[src/rtl/alu_pkg.sv]
// Shared ALU definitions: FSM state encoding for the sequential units and
// the opcode that selects the MOD input of the per-bit result muxes.
package alu_pkg;

  localparam logic [1:0] ST_IDLE = 2'd0;
  localparam logic [1:0] ST_RUN  = 2'd1;
  localparam logic [1:0] ST_DONE = 2'd2;

  // Select code of the MOD leg on the 8-to-1 result mux.
  localparam logic [2:0] ALU_OP_MOD = 3'd5;

  typedef enum logic [1:0] {
    S_IDLE = ST_IDLE,
    S_RUN  = ST_RUN,
    S_DONE = ST_DONE
  } mod_state_t;

endpackage

[src/rtl/mod_unit_if.sv]
// Request/response bundle between the ALU control path and the MOD unit.
interface mod_unit_if #(parameter int WIDTH = 32);
  logic             start;
  logic [WIDTH-1:0] a;
  logic [WIDTH-1:0] b;
  logic [WIDTH-1:0] result;
  logic [WIDTH-1:0] quotient;
  logic             busy;
  logic             done;
  logic             div_by_zero;

  modport master (output start, a, b,
                  input  result, quotient, busy, done, div_by_zero);
  modport slave  (input  start, a, b,
                  output result, quotient, busy, done, div_by_zero);
endinterface

[src/rtl/mod_unit_step.sv]
// One restoring shift-subtract step: shift the next dividend bit into the
// partial remainder, trial-subtract the divisor, keep the difference if it
// did not borrow.
module mod_step #(
  parameter int WIDTH = 32
) (
  input  logic [WIDTH:0]   i_rem,
  input  logic             i_bit,
  input  logic [WIDTH-1:0] i_dvsr,
  output logic [WIDTH:0]   o_rem,
  output logic             o_qbit
);
  logic [WIDTH:0] w_shift;
  logic [WIDTH:0] w_trial;
  // Remainder stays below the divisor, so its top bit is always zero and
  // drops out of the shift.
  logic           w_unused_msb;

  assign w_unused_msb = i_rem[WIDTH];
  assign w_shift      = {i_rem[WIDTH-1:0], i_bit};
  assign w_trial      = w_shift - {1'b0, i_dvsr};

  // Top bit of the trial difference is the borrow.
  always_comb begin
    o_qbit = ~w_trial[WIDTH];
    o_rem  = w_trial[WIDTH] ? w_shift : w_trial;
  end
endmodule

[src/rtl/mod_unit.sv]
// Sequential unsigned divider feeding the MOD leg of the result muxes.
// One quotient bit per clock, WIDTH+1 cycles start-to-done; result and
// quotient registers only change on completion so the mux input is stable.
module mod_unit
  import alu_pkg::*;
#(
  parameter int WIDTH = 32
) (
  input  logic     clk,
  input  logic     reset,
  mod_unit_if.slave bus
);
  localparam int CW = $clog2(WIDTH) + 1;

  mod_state_t       r_state, w_next;
  logic [WIDTH:0]   r_rem;
  logic [WIDTH-1:0] r_dvd;
  logic [WIDTH-1:0] r_dvsr;
  logic [WIDTH-1:0] r_q;
  logic [WIDTH-1:0] r_result;
  logic [WIDTH-1:0] r_quot;
  logic [CW-1:0]    r_cnt;
  logic             r_dbz;

  logic [WIDTH:0]   w_rem_nxt;
  logic             w_qbit;
  logic             w_accept;
  logic             w_zero;
  logic             w_last;

  mod_step #(.WIDTH(WIDTH)) u_step (
    .i_rem  (r_rem),
    .i_bit  (r_dvd[WIDTH-1]),
    .i_dvsr (r_dvsr),
    .o_rem  (w_rem_nxt),
    .o_qbit (w_qbit)
  );

  assign w_zero = (bus.b == '0);
  assign w_last = (r_cnt == CW'(WIDTH - 1));

  // State register.
  always_ff @(posedge clk) begin
    if (reset) r_state <= S_IDLE;
    else       r_state <= w_next;
  end

  // Next state and start acceptance; a zero divisor skips RUN entirely.
  always_comb begin
    w_next   = r_state;
    w_accept = 1'b0;
    case (r_state)
      S_IDLE, S_DONE: begin
        if (bus.start) begin
          w_accept = 1'b1;
          w_next   = w_zero ? S_DONE : S_RUN;
        end else if (r_state == S_DONE) begin
          w_next = S_IDLE;
        end
      end
      S_RUN:   if (w_last) w_next = S_DONE;
      default: w_next = S_IDLE;
    endcase
  end

  // Datapath: load operands on accept, iterate in RUN, publish on the last step.
  always_ff @(posedge clk) begin
    if (reset) begin
      r_rem    <= '0;
      r_dvd    <= '0;
      r_dvsr   <= '0;
      r_q      <= '0;
      r_cnt    <= '0;
      r_dbz    <= 1'b0;
      r_result <= '0;
      r_quot   <= '0;
    end else if (w_accept) begin
      r_dvd  <= bus.a;
      r_dvsr <= bus.b;
      r_rem  <= '0;
      r_q    <= '0;
      r_cnt  <= '0;
      r_dbz  <= w_zero;
      if (w_zero) begin
        r_result <= bus.a;
        r_quot   <= '1;
      end
    end else if (r_state == S_RUN) begin
      r_rem <= w_rem_nxt;
      r_dvd <= {r_dvd[WIDTH-2:0], 1'b0};
      r_q   <= {r_q[WIDTH-2:0], w_qbit};
      r_cnt <= r_cnt + 1'b1;
      if (w_last) begin
        r_result <= w_rem_nxt[WIDTH-1:0];
        r_quot   <= {r_q[WIDTH-2:0], w_qbit};
      end
    end
  end

  assign bus.result      = r_result;
  assign bus.quotient    = r_quot;
  assign bus.busy        = (r_state == S_RUN);
  assign bus.done        = (r_state == S_DONE);
  assign bus.div_by_zero = r_dbz;
endmodule

[src/flat_wrapper.sv]
// flat-port wrapper written by rule: the top's interface ports become plain ports
module mod_unit_flat import alu_pkg::*;
#(
  parameter int WIDTH = 32
)
  (clk, reset, bus_start, bus_a, bus_b, bus_result, bus_quotient, bus_busy, bus_done, bus_div_by_zero);
  mod_unit_if #(.WIDTH(WIDTH)) bus_i ();
  input  logic clk;
  input  logic reset;
  input wire logic [$bits(bus_i.start)-1:0] bus_start;
  input wire logic [$bits(bus_i.a)-1:0] bus_a;
  input wire logic [$bits(bus_i.b)-1:0] bus_b;
  output wire logic [$bits(bus_i.result)-1:0] bus_result;
  output wire logic [$bits(bus_i.quotient)-1:0] bus_quotient;
  output wire logic [$bits(bus_i.busy)-1:0] bus_busy;
  output wire logic [$bits(bus_i.done)-1:0] bus_done;
  output wire logic [$bits(bus_i.div_by_zero)-1:0] bus_div_by_zero;
  assign bus_i.start = bus_start;
  assign bus_i.a = bus_a;
  assign bus_i.b = bus_b;
  assign bus_result = bus_i.result;
  assign bus_quotient = bus_i.quotient;
  assign bus_busy = bus_i.busy;
  assign bus_done = bus_i.done;
  assign bus_div_by_zero = bus_i.div_by_zero;
  mod_unit #(.WIDTH(WIDTH)) u_core (.clk(clk), .reset(reset), .bus(bus_i));
endmodule
[config.mk]
export PLATFORM = sky130hd
export DESIGN_NAME = mod_unit_flat
export DESIGN_NICKNAME = d
export VERILOG_FILES = /design/src/rtl/alu_pkg.sv /design/src/rtl/mod_unit_if.sv /design/src/rtl/mod_unit_step.sv /design/src/rtl/mod_unit.sv /design/src/flat_wrapper.sv
export SDC_FILE = /design/constraint.sdc
export NUM_CORES = 1
export LEC_CHECK = 0
export BUFFER_PORTS_ARGS = -buffer_cell sky130_fd_sc_hd__buf_2
export CAP_MARGIN = 10
export CORE_MARGIN = 5
export CORE_UTILIZATION = 59
export CTS_BUF_LIST = sky130_fd_sc_hd__clkbuf_16
export DETAILED_ROUTE_END_ITERATION = 8
export PLACE_DENSITY_LB_ADDON = 0.12
export RECOVER_POWER = 100
export SYNTH_ARGS = -nofsm -noshare
export SYNTH_HDL_FRONTEND = slang
export SYNTH_HIERARCHICAL = 1
export SYNTH_SLANG_ARGS = --single-unit
[constraint.sdc]
create_clock -name clk -period 4.83 [get_ports clk]
set_input_delay 0.483 -clock clk [delete_from_list [all_inputs] [get_ports clk]]
set_output_delay 0.483 -clock clk [all_outputs]
set_load 0.1 [all_outputs]
==> flow_summary_export.csv <==
group,metric,value,unit
clock_network,cts-resized-gates,0,
final_layout,syn2layout_area_growth,9.87,%
yosys,yosysWarnings,6,
yosys,avgSynthCellArea,8.40,µm²
clock_network,root_buffer,"clkbuf_16",
route,drcViolationCount,0,
final_layout,final_cell_mix,"327 x nand2_1, 200 x dfxtp_1, 167 x a21oi_1",
die,die_y,146,µm
final_layout,fin_area,12000,µm²
final_layout,instances_no_fill,1610,
worst_setup_path,end_kind,"register",
die,die_area,21300,µm²
worst_setup_path,crit_arrival,4.73,ns
place,portBuffers,133,
timing,min_period,4.38,ns
route,num_vias,9941,
timing,setup_slack,0.453,ns
timing,fin_crit_sh,90.6,%
place,place.gp.congestion,0.972,
worst_setup_path,cp_max_fo,12,
clock_network,htree_levels,4,
route,vias_per_cell,6.17,
timing,tightest_slew,2.08,ns
final_layout,layout-drive-gt1-share,14.6,%
clock_network,cts_setup_buffers,0,
clock_network,cts.path.max_buffers,2,
die,io_pins,134,
route,ant_nets,0,
yosys,syn_area,10900,µm²
global_routing,track_usage,28.1,%
timing,rsz0062_at_grt,"false",
power,power_leakage,4.35,nW
clock_network,hold_buffers,0,
place,dpl.cell_count,1577,
timing,setup_viol,0,
route,first_pass_iters,5,
power,powerDensity,379,nW/µm²
timing,fmax,228,MHz
final_layout,postLayoutCoreUtil,66.2,%
power,power,4.53,mW
die,initial_core_util,60.3,%
worst_setup_path,worstSetupPathType,"reg2reg",
worst_setup_path,cp-start-kind,"register",
die,coreArea,18100,µm²
clock_network,numCtsBuffers,17,
die,die_w,146,µm
clock_network,clkTransAtPathRegs,0.08,ns
global_routing,grt_max_degree,90,
route,wl_per_cell,18.9,µm
timing,max_slew_margin,-38.9,%
place,post-place-ws,0.662,ns
power,vdd_drop_max,0.000349,V
worst_setup_path,r2r-start,"u_core/r_dvd[31]",
place,post_dp_cell_area,11600,µm²
route,drt_iter0_drc,909,
timing,final.setup.tns,0,ns
final_layout,final_common_cell,"nand2_1",
timing,finClkSkew,0.0141,ns
timing,hold_viol_final,0,
global_routing,grt_pass1_wl,49.9,mm
min_path,worstHoldStart,"bus_b[5]",
timing,hold_slack,0.289,ns
clock_network,cts_tree,"done",
worst_setup_path,crit_required,5.19,ns
min_path,hp-class,"in2reg",
worst_setup_path,startpoint,"u_core/r_dvd[31]",
global_routing,antenna_found_initial,1,
place,dpl.hpwl,20.7,mm
clock_network,clkLatencyLatePin,0.44,ns
yosys,syn_inst,1298,
clock_network,cts_sinks,200,
route,drt-total-wl,30.5,mm
flow_run,max_cap_viol_count,3,
timing,finalMaxSlewViolations,170,
global_routing,overflow,0,
final_layout,nets,1469,
status,violations,"max-capacitance violations, max-slew violations",
global_routing,first_global_vias,9703,
yosys,synth_nets,1400,
die,rows,49,
status,outcome,"finished, violations left",
## cell type report
type                       instances  area, µm²
antenna                            1       2.50
multi-input combinational        958       6220
tap                              229        287
inverter                          39        146
sequential                       200       4000
timing repair buffer             151        704
fill                            1595       6110
clock inverter                    15        194
clock buffer                      17        425
## critical path, cell delays in order, from the launching register on
cell and delay, ns:
dfxtp_1 0.36, inv_1 0.05, ha_1 0.21, fa_1 0.40, or2b_1 0.26, a21oi_2 0.15
o21bai_1 0.16, a21oi_1 0.37, o2111ai_1 0.22, a311o_1 0.31, o211ai_1 0.09, ha_1 0.16
inv_1 0.17, buf_4 0.24, o311ai_0 0.54, mux2i_1 0.16, mux2_2 0.31, o221ai_2 0.15
## state kept, by name, indices dropped and copies added (netlist names)
register / cells
u_core/r_dvsr: 32
u_core/bus.quotient: 32
u_core/bus.result: 32
u_core/r_cnt: 6
u_core/bus.div_by_zero: 1
u_core/r_q: 31
u_core/r_rem: 32
u_core/r_state: 2
u_core/r_dvd: 32
## per-layer routing
layer  vias up  GRT usage (%)  part of all wire [%]
li1       4790              -                     -
met1      4741           36.7                    44
met2       358           46.8                    48
met3        52           4.58                   5.7
met4         0           10.9                   3.0
met5         -              0                     0
## power breakdown
| part | internal, mW | switching, mW |
|---|---|---|
| Combinational | 0.488 | 0.845 |
| Clock | 0.713 | 0.748 |
| Sequential | 1.70 | 0.0376 |
| Total | 2.90 | 1.63 |
## final timing paths
kind	depth (start not counted)	slack, ns	endpoint
min reg2reg	2	0.46	u_core/r_dvsr[22]
max reg2reg	17	0.45	u_core/bus.result[29]
min	3	0.29	u_core/r_dvsr[5]
max	17	0.45	u_core/bus.result[29]
(Power assumes the default switching activity.)
